$ cat src/rtl/peripheral_mpi_pkg.sv
`default_nettype none
// ============================================================================
// Module : peripheral_mpi_pkg
// Brief  : Shared FSM states and AHB3 encodings for the MPI AHB3 bridge.
// Rev    : 1.0
// ============================================================================
package peripheral_mpi_pkg;

  typedef enum logic [2:0] {
    ST_IDLE   = 3'd0,
    ST_ACCESS = 3'd1,
    ST_DONE   = 3'd2,
    ST_ERR1   = 3'd3,
    ST_ERR2   = 3'd4
  } state_e;

  localparam logic [1:0] HTRANS_IDLE   = 2'b00;
  localparam logic [1:0] HTRANS_BUSY   = 2'b01;
  localparam logic [1:0] HTRANS_NONSEQ = 2'b10;
  localparam logic [1:0] HTRANS_SEQ    = 2'b11;

  localparam logic [2:0] HSIZE_WORD    = 3'b010;

  localparam logic       HRESP_OKAY    = 1'b0;
  localparam logic       HRESP_ERROR   = 1'b1;

endpackage
`default_nettype wire

$ cat src/rtl/peripheral_mpi_ahb3_bridge.sv
`default_nettype none
// ============================================================================
// Module : peripheral_mpi_ahb3_bridge
// Brief  : AHB3-Lite slave to generic single-access bus; one access in flight.
//          Optional access timeout enabled by MPI_AHB3_TIMEOUT_EN.
// Rev    : 1.0
// ============================================================================
module peripheral_mpi_ahb3_bridge
  import peripheral_mpi_pkg::*;
#(
  parameter int PLEN    = 32,
  parameter int XLEN    = 32,
  parameter int TIMEOUT = 255
) (
  input  logic            clk,
  input  logic            rst,
  input  logic            ahb3_hsel,
  input  logic [PLEN-1:0] ahb3_haddr,
  input  logic [XLEN-1:0] ahb3_hwdata,
  input  logic            ahb3_hwrite,
  input  logic [2:0]      ahb3_hsize,
  input  logic [1:0]      ahb3_htrans,
  input  logic            ahb3_hready,
  output logic [XLEN-1:0] ahb3_hrdata,
  output logic            ahb3_hreadyout,
  output logic            ahb3_hresp,
  output logic [31:0]     bus_addr,
  output logic            bus_we,
  output logic            bus_en,
  output logic [31:0]     bus_data_in,
  input  logic [31:0]     bus_data_out,
  input  logic            bus_ack,
  input  logic            bus_err
);

  state_e      state_q, state_d;
  logic [31:0] addr_q, addr_d;
  logic [31:0] hrdata_q, hrdata_d;
  logic        we_q, we_d;

  logic [31:0] haddr32;
  logic        hreadyout;
  logic        accept;
  logic        legal;
  logic        timeout_hit;
  logic        unused_ok;

  generate
    if (PLEN >= 32) begin : g_addr_trunc
      assign haddr32 = ahb3_haddr[31:0];
      if (PLEN > 32) begin : g_addr_high
        logic unused_haddr_high;
        assign unused_haddr_high = ^ahb3_haddr[PLEN-1:32];
      end
    end else begin : g_addr_ext
      assign haddr32 = {{(32-PLEN){1'b0}}, ahb3_haddr};
    end
  endgenerate

  // Only NONSEQ/SEQ start an access; bit 0 separates IDLE from BUSY.
  assign unused_ok = ahb3_htrans[0];

  assign hreadyout = (state_q == ST_IDLE) || (state_q == ST_DONE) || (state_q == ST_ERR2);
  assign accept    = ahb3_hsel && ahb3_hready && ahb3_htrans[1] && hreadyout;
  assign legal     = (ahb3_hsize == HSIZE_WORD) && (haddr32[1:0] == 2'b00);

`ifdef MPI_AHB3_TIMEOUT_EN
  localparam int CNT_W = (TIMEOUT < 2) ? 1 : $clog2(TIMEOUT + 1);
  localparam logic [CNT_W-1:0] CNT_LAST = CNT_W'(TIMEOUT - 1);

  logic [CNT_W-1:0] cnt_q, cnt_d;

  always_comb begin
    cnt_d = cnt_q;
    if (accept) begin
      cnt_d = '0;
    end else if ((state_q == ST_ACCESS) && !bus_ack && !bus_err) begin
      cnt_d = cnt_q + 1'b1;
    end
  end

  assign timeout_hit = (state_q == ST_ACCESS) && (cnt_q == CNT_LAST);

  always_ff @(posedge clk) begin
    if (rst) begin
      cnt_q <= '0;
    end else begin
      cnt_q <= cnt_d;
    end
  end
`else
  logic unused_timeout;
  assign unused_timeout = ^TIMEOUT;
  assign timeout_hit    = 1'b0;
`endif

  always_comb begin
    state_d  = state_q;
    addr_d   = addr_q;
    we_d     = we_q;
    hrdata_d = hrdata_q;
    case (state_q)
      ST_IDLE, ST_DONE, ST_ERR2: begin
        state_d = ST_IDLE;
        if (accept) begin
          addr_d  = haddr32;
          we_d    = ahb3_hwrite;
          state_d = legal ? ST_ACCESS : ST_ERR1;
        end
      end
      ST_ACCESS: begin
        // Error has priority over a simultaneous ack; an ack beats the timeout.
        if (bus_err) begin
          state_d = ST_ERR1;
        end else if (bus_ack) begin
          state_d = ST_DONE;
          if (!we_q) begin
            hrdata_d = bus_data_out;
          end
        end else if (timeout_hit) begin
          state_d = ST_ERR1;
        end
      end
      ST_ERR1: state_d = ST_ERR2;
      default: state_d = ST_IDLE;
    endcase
  end

  always_ff @(posedge clk) begin
    if (rst) begin
      state_q  <= ST_IDLE;
      addr_q   <= '0;
      we_q     <= 1'b0;
      hrdata_q <= '0;
    end else begin
      state_q  <= state_d;
      addr_q   <= addr_d;
      we_q     <= we_d;
      hrdata_q <= hrdata_d;
    end
  end

  assign ahb3_hreadyout = hreadyout;
  assign ahb3_hresp     = ((state_q == ST_ERR1) || (state_q == ST_ERR2)) ? HRESP_ERROR : HRESP_OKAY;
  assign ahb3_hrdata    = hrdata_q;
  assign bus_en         = (state_q == ST_ACCESS);
  assign bus_we         = bus_en && we_q;
  assign bus_addr       = addr_q;
  assign bus_data_in    = ahb3_hwdata;

endmodule
`default_nettype wire

$ cat config.mk
export PLATFORM = sky130hd
export DESIGN_NAME = peripheral_mpi_ahb3_bridge
export DESIGN_NICKNAME = d
export VERILOG_FILES = /design/src/rtl/peripheral_mpi_pkg.sv /design/src/rtl/peripheral_mpi_ahb3_bridge.sv
export SDC_FILE = /design/constraint.sdc
export NUM_CORES = 1
export LEC_CHECK = 0
export CAP_MARGIN = 40
export CORE_AREA = 2 2 81 83
export CTS_CLUSTER_DIAMETER = 150
export DETAILED_ROUTE_END_ITERATION = 10
export DIE_AREA = 0 0 83 85
export DONT_BUFFER_PORTS = 1
export SYNTH_ARGS = -nofsm -noshare
export SYNTH_HDL_FRONTEND = slang
export SYNTH_SLANG_ARGS = --single-unit
$ cat constraint.sdc
create_clock -name clk -period 1.42 [get_ports clk]
set_clock_uncertainty 0.05 [all_clocks]
set_input_delay 0.426 -clock clk [delete_from_list [all_inputs] [get_ports clk]]
set_output_delay 0.426 -clock clk [all_outputs]
set_load 0.1 [all_outputs]
# After elaboration in Yosys (flattened, before gate mapping)
# Cells that the tools add are included.
[op_classes]
mux = 6
bitwise = 2
eq_ne = 6
n_reduce_logical = 13
[ops]
columns = ["cell", "n"]
rows = [
  ["== test 3 x 2 -> 1 bit (second input constant)", 3],
  ["one-hot mux 3 bit (3 select lines)", 1],
  ["two-way mux 3 bit", 2],
  ["logical AND 1 bit", 5],
  ["two-way mux 2 bit", 2],
  ["AND reduction 4 bit", 1],
  ["== test 3 x 1 -> 1 bit (second input constant)", 1],
  ["== test 3 bit (second input constant)", 1],
  ["logical NOT 3 bit", 1],
  ["logical OR 1 bit", 3],
  ["inequality test 3 x 1 -> 1 bit (second input constant)", 1],
  ["OR reduction 3 bit", 1],
  ["logical NOT 2 bit", 1],
  ["inverter 1 bit", 2],
  ["AND reduction 2 bit", 1],
  ["two-way mux 1 bit", 1],
]
[word_totals]
word_cells = 31
in_bits = 108
output_inout_bits = 100
reg_bits = 68

# Depth between registers and ports, before layout
# Gate-level depths: netlist (run 1).
[logic_depth]
depth_word = 6
ltp_mapped = 6
depth_no_buf = 4

# Worst setup path before layout (run 1)
# No wires, ideal clock.
[synth_path]
path_type = "register to output"
startpoint = "register state_q[2]"
endpoint = "output bus_we"
required_ps = 944
n_path_buf = 0
slack_ps = -1778
arrival_time_ps = 2722
path_stages_with_launch = 4
path_cell_list = "dfxtp_1 nand2b_4 nor2_1 and2_1"
[synth_between]
elab_chain_len = 2
[synth_rtl]
columns = ["item", "line_no", "rtl"]
rows = [
  ["start, declared", "peripheral_mpi_ahb3_bridge.sv:36", "state_e state_q, state_d;"],
  ["start signal, assigned", "peripheral_mpi_ahb3_bridge.sv:136", "state_q <= state_d;"],
  ["== test 3 x 1 -> 1 bit", "peripheral_mpi_ahb3_bridge.sv:146", "assign bus_en = (state_q == ST_ACCESS);"],
  ["via bus_en", "peripheral_mpi_ahb3_bridge.sv:29", "output logic bus_en,"],
  ["logical AND 1 bit", "peripheral_mpi_ahb3_bridge.sv:147", "assign bus_we = bus_en && we_q;"],
  ["end, declared", "peripheral_mpi_ahb3_bridge.sv:28", "output logic bus_we,"],
]
# The timed path passes the listed nets, and every way through them passes these cells.

# Worst setup path after layout (run 1)
[layout_path]
startpoint = "register state_q[2]"
endpoint = "output bus_we"
[layout_between]
elab_chain_len = 2
[layout_rtl]
columns = ["item", "line_no"]
rows = [
  ["== test 3 x 1 -> 1 bit", "peripheral_mpi_ahb3_bridge.sv:146"],
  ["logical AND 1 bit", "peripheral_mpi_ahb3_bridge.sv:147"],
]
# No other way between the ends.

==> impl_metrics.yaml, run 1 <==
drt:
  vias: 2661
  wl_per_cell_um: 20.5
  ant_nets: 0
  wl_mm: 9.97
  viasPerCell: 5.46
  drt_pass1_iterations: 4
  drt_iter0_drc: 84
  drc_errors: 0
grt:
  grt_pass1_vias: 2557
  grt_pass1_wl_mm: 12.7
  grt_usage: 0.227
  antenna_found_initial: 0
  gr-total-overflow: 0
  grt_start_max_net_pins: 69
critical_path:
  crit_fanout: 2
  path_class: "reg2out"
  ff2ff_setup_slack_ps: -390
  cp.required_ps: 940
  arrival_ps: 1350
  setup.worst_path.start_class: "register"
  crit_path_end_kind: "output port"
layout:
  synthToLayoutAreaGrowth_pct: 91.4
  finalInstanceArea_um2: 5140
  fillers: 309
  drive_gt1_frac: 0.644
  fin_nets: 513
  layout_commonest_cell: "buf_12"
  num_antenna_cells: 0
  seq_area_um2: 1390
  layout_common_cells: "74 x buf_12, 68 x nand2_1, 51 x a21oi_2, 51 x dfxtp_1, 33 x nand2_2"
  multiInputGateArea_um2: 1550
sta:
  post-route-min-period_ps: 1820
  max_freq_mhz: 549
  final-setup-viol-count: 71
  slew_viol_final: 0
  holdWs_ps: 86.8
  tightest_slew_ps: 300
  fin_ws_ps: -403
  max-slew-margin-rel: 0.801
  rsz0062_at_grt: "yes"
  min_period_over_period: 1.28
  finalHoldViolCount: 0
power_and_ir_drop:
  vdd_drop_max_v: 0.000749
  p_per_area_nw_per_um2: 883
  power.leakage_nw: 2.00
floorplan:
  start_util: 0.433
  die_h_um: 85
  dieArea_um2: 7060
  num_rows: 29
  die-width_um: 83
  fp.coreArea_um2: 6200
  io_pins: 208
clock_network:
  insertion_delay_ps: 340
  cts-root-buf: "clkbuf_8"
  hold_buffers: 0
  numCtsBuffers: 9
  cts_tree: "yes"
  h-tree-depth: 3
  clock_path_buffers: 2
  clk_pin_slew_ps: 70
  cts_sinks: 68
job:
  max-cap-violations: 0
hold_path:
  min_path_type: "in2reg"
synth:
  synth_seq_cells: 68
  syn_nets: 449
  yosysWarnings: 0
  synth_cell_types: 21
  ys_seq_area_frac: 0.507
  synth_top_area_frac: 0.507
  netlist_area_um2: 2690
  synth_largest_area_cell: "dfxtp_1"
  synthTopCellsByArea: "dfxtp_1 51%, nand2_1 18%, a21oi_1 12%, buf_4 8.9%, buf_6 1.7%"
  syn-instance-count: 341
  avgSynthCellArea_um2: 7.88
placed_design:
  io_buffer_count: 0
  dp_hpwl_mm: 4.46
  gp_congestion: 0.712
  placed_area_um2: 3920
run_status:
  violations: "setup timing"
  outcome: "finished, violations left"
path summary, 6_finish.rpt:
kind                   start               to  cells past startpoint
max reg2reg       state_q[2]   ahb3_hrdata[8]                      9
min                      rst  ahb3_hrdata[18]                      1
min reg2reg  ahb3_hrdata[25]  ahb3_hrdata[25]                      2
max               state_q[2]           bus_we                      4
report_power, final:
| group | internal (mW) | switching, mW |
|---|---|---|
| combinational | 0.324 | 0.490 |
| sequential | 1.95 | 0.0389 |
| clock | 0.966 | 0.775 |
| total | 3.24 | 1.30 |
what timing repair did:
item | 4_1_cts | 5_1_grt
setup endpoints to repair | 46 | 85
setup buffers | 10 | 6
pin swaps | 29 | 46
gates resized for setup | 48 | 142
gates cloned | 7 | 7
hold endpoints to repair | 0 | 0
critical path: stages, from the launching register on:
cell and delay (ps):
dfxtp_2 320, nand2b_4 150, buf_12 130, nor2_4 70, and2_4 340
per-layer routing:
| layer | GRT usage | vias to the layer above | wire (µm) |
|---|---|---|---|
| met5 | 0 | - | 0 |
| met4 | 0.0686 | 0 | 159 |
| met3 | 0.0895 | 18 | 759 |
| met2 | 0.399 | 152 | 5240 |
| met1 | 0.256 | 1284 | 3800 |
| li1 | - | 1207 | - |
stage by stage:
step                      setup TNS (ps)  cells   util  total power, mW  setup slack, ps
after floorplan                   -19910    341      -             2.87             -503
after global placement             -2600    443  0.632             2.65            -86.3
after detailed placement           -3180    443  0.632             2.66             -116
after CTS                         -11100    476  0.728             4.42             -399
after global routing              -22400    487  0.829             4.64             -461
final                             -18920    487  0.829             4.54             -403
synthesized netlist by cell type:
master,instances
or4_1,1
a21oi_1,67
buf_4,32
or4_4,1
a21oi_2,1
nand2b_4,1
o21ai_0,2
nor3b_1,1
and4_1,1
buf_6,4
dfxtp_1,68
nand2b_1,2
nor2_1,4
nand2_1,132
nand4_1,1
clkbuf_1,11
and2_1,1
nor3_1,2
buf_2,7
inv_1,1
nor4_2,1
cell families after synthesis:
group,count (synthesis),synth area share
AO/OA/AOI/OAI,70,0.132
buffers and inverters,55,0.136
flip-flops,68,0.507
AND/OR/NAND/NOR,148,0.226
registers in the layout, summed over array words and instances, names as in the netlist:
register and count:
ahb3_hrdata 32, we_q 1, bus_addr 32, state_q 3
layout make-up:
type | instances | area share
well taps | 77 | 0.0187
clock buffers | 13 | 0.0331
multi-input cells | 220 | 0.301
inverters | 1 | 0.000730
clock inverters | 3 | 0.00827
repair buffers | 105 | 0.369
flip-flops and latches | 68 | 0.269
No activity file was read; power rests on OpenSTA's default activity.
==> run 2: changes to the inputs <==
- CORE_AREA: 2 2 81 83 -> unset
- CORE_UTILIZATION: unset -> 33
- DIE_AREA: 0 0 83 85 -> unset
- DONT_BUFFER_PORTS: 1 -> unset
- PLACE_DENSITY: unset -> 0.8
- clock period: 1.42 -> 1.76 ns (I/O delays scaled with it)
==> impl_metrics.yaml, run 2 (synthesis results as in run 1) <==
run_status:
  outcome: "finished, violations left"
  violations: "setup timing"
grt:
  grt_pass1_vias: 2581
  grt_usage: 0.183
  grt_start_max_net_pins: 69
  gr-total-overflow: 0
  grt_pass1_wl_mm: 12.2
  antenna_found_initial: 0
floorplan:
  io_pins: 208
  num_rows: 32
  fp.coreArea_um2: 7810
  die_h_um: 92.2
  die-width_um: 92.2
  start_util: 0.344
  dieArea_um2: 8510
sta:
  finalHoldViolCount: 0
  rsz0062_at_grt: "yes"
  tightest_slew_ps: 349
  final-setup-viol-count: 5
  fin_ws_ps: -67.5
  tns_ps: -178
  slew_viol_final: 0
  max_freq_mhz: 547
  post-route-min-period_ps: 1830
  max-slew-margin-rel: 0.767
  min_period_over_period: 1.04
clock_network:
  hold_buffers: 0
  h-tree-depth: 3
  numCtsBuffers: 9
  cts_sinks: 68
  clk_pin_slew_ps: 70
  insertion_delay_ps: 320
  cts_tree: "yes"
  clock_path_buffers: 2
  cts-root-buf: "clkbuf_8"
layout:
  num_antenna_cells: 0
  fin_util: 0.635
  instances_no_fill: 562
  layout_common_cells: "131 x nand2_1, 72 x clkdlybuf4s50_1, 72 x buf_12, 66 x a21oi_1, 65 x dfxtp_1"
  layout_commonest_cell: "nand2_1"
  drive_gt1_frac: 0.241
  synthToLayoutAreaGrowth_pct: 84.5
  fin_nets: 563
critical_path:
  r2r_end: "ahb3_hrdata[9]"
  cp.required_ps: 1180
  crit_chain: "nand2b_4 -> nor2_4 -> and2_4 -> buf_12"
  cpPeakStageDelay_ps: 340
  critPathSlowestCell: "dfxtp_4"
  path_class: "reg2out"
  cp_top_family: "simple AND/OR/NAND/NOR gates"
  ff2ff_setup_slack_ps: 20
  crit_fanout: 2
  setup.worst_path.start_class: "register"
  r2r-start: "state_q[2]"
  crit_path_end_kind: "output port"
  crit_buf_inv: 1
  arrival_ps: 1250
  reg2regPathDepth: 5
placed_design:
  dpl_worst_slack_ps: -376
  dp_hpwl_mm: 5.36
  gp_congestion: 0.748
  dp_cells: 541
  io_buffer_count: 142
drt:
  drc_errors: 0
  vias: 2622
  viasPerCell: 4.67
  drt_pass1_iterations: 4
  drt_iter0_drc: 60
  wl_mm: 7.48
  wl_per_cell_um: 13.3
  ant_nets: 0
power_and_ir_drop:
  vdd_drop_max_v: 0.000471
  p_per_area_nw_per_um2: 710
  total_power_mw: 3.52
  power.leakage_nw: 1.80
job:
  max-cap-violations: 0
hold_path:
  hold_depth: 2
  min_path_type: "reg2reg"
  holdPathEnd: "bus_addr[29]"
  worstHoldStart: "bus_addr[29]"
-- run 2: changes by cell type in the layout (fill, tap and decap cells not counted), sizes merged --
cell	change
clkdlybuf4s50	+72
buf	-16
clkbuf	-7
clkinv	+2
or4	-2
dlymetal6s2s	+1
-- run 2: timing repair --
item / CTS / global route
setup endpoints to repair: 5 / 36
resized for setup: 6 / 1
pin swaps: 1 / 4
setup buffers: 5 / 0
-- run 2: area by class of cell --
type                       count  area (µm²)
timing repair buffer         157        2260
multi-input combinational    218        1010
sequential                    68        1370
fill                         620        2850
clock buffer                  11         131
tap                          102         128
inverter                       1        3.75
clock inverter                 5        52.6
-- run 2: power by group --
group,switching [mW],internal [mW]
Sequential,0.0382,1.57
Combinational,0.378,0.323
Clock,0.560,0.648
Total,0.976,2.54
-- run 2: worst register-to-register path: stages (launching register included) --
cell      delay [ps]
dfxtp_4          340
nand2b_4         150
buf_4            150
or4_4            670
nand2_1          170
a21oi_1           80
-- run 2: metal layers --
| metal | GRT usage | up-vias | routed length (µm) | part of all wire |
|---|---|---|---|---|
| li1 | - | 1288 | - | - |
| met5 | 0 | - | 0 | 0 |
| met3 | 0.0738 | 23 | 657 | 0.088 |
| met4 | 0.0859 | 0 | 144 | 0.019 |
| met1 | 0.186 | 1196 | 2830 | 0.38 |
| met2 | 0.326 | 115 | 3850 | 0.51 |
-- run 2: through the flow --
stage / cell area (µm²) / hold WS, ps
detailed placement: 4710 / 432
CTS: 4950 / 443
global placement: 4710 / 417
floorplan: 2750 / 397
global route: 4960 / 461
finish: 4960 / 440
-- run 2: worst max path at each step --
stage / start / endpoint / slack [ps] / cells past startpoint
CTS: state_q[2] / bus_we / -100 / 4
detailed placement: bus_ack / ahb3_hrdata[9] / -380 / 5
finish: state_q[2] / bus_we / -70 / 4
global route: state_q[2] / bus_we / -120 / 4
global placement: bus_ack / ahb3_hrdata[9] / -340 / 5
floorplan: state_q[0] / bus_we / -290 / 3
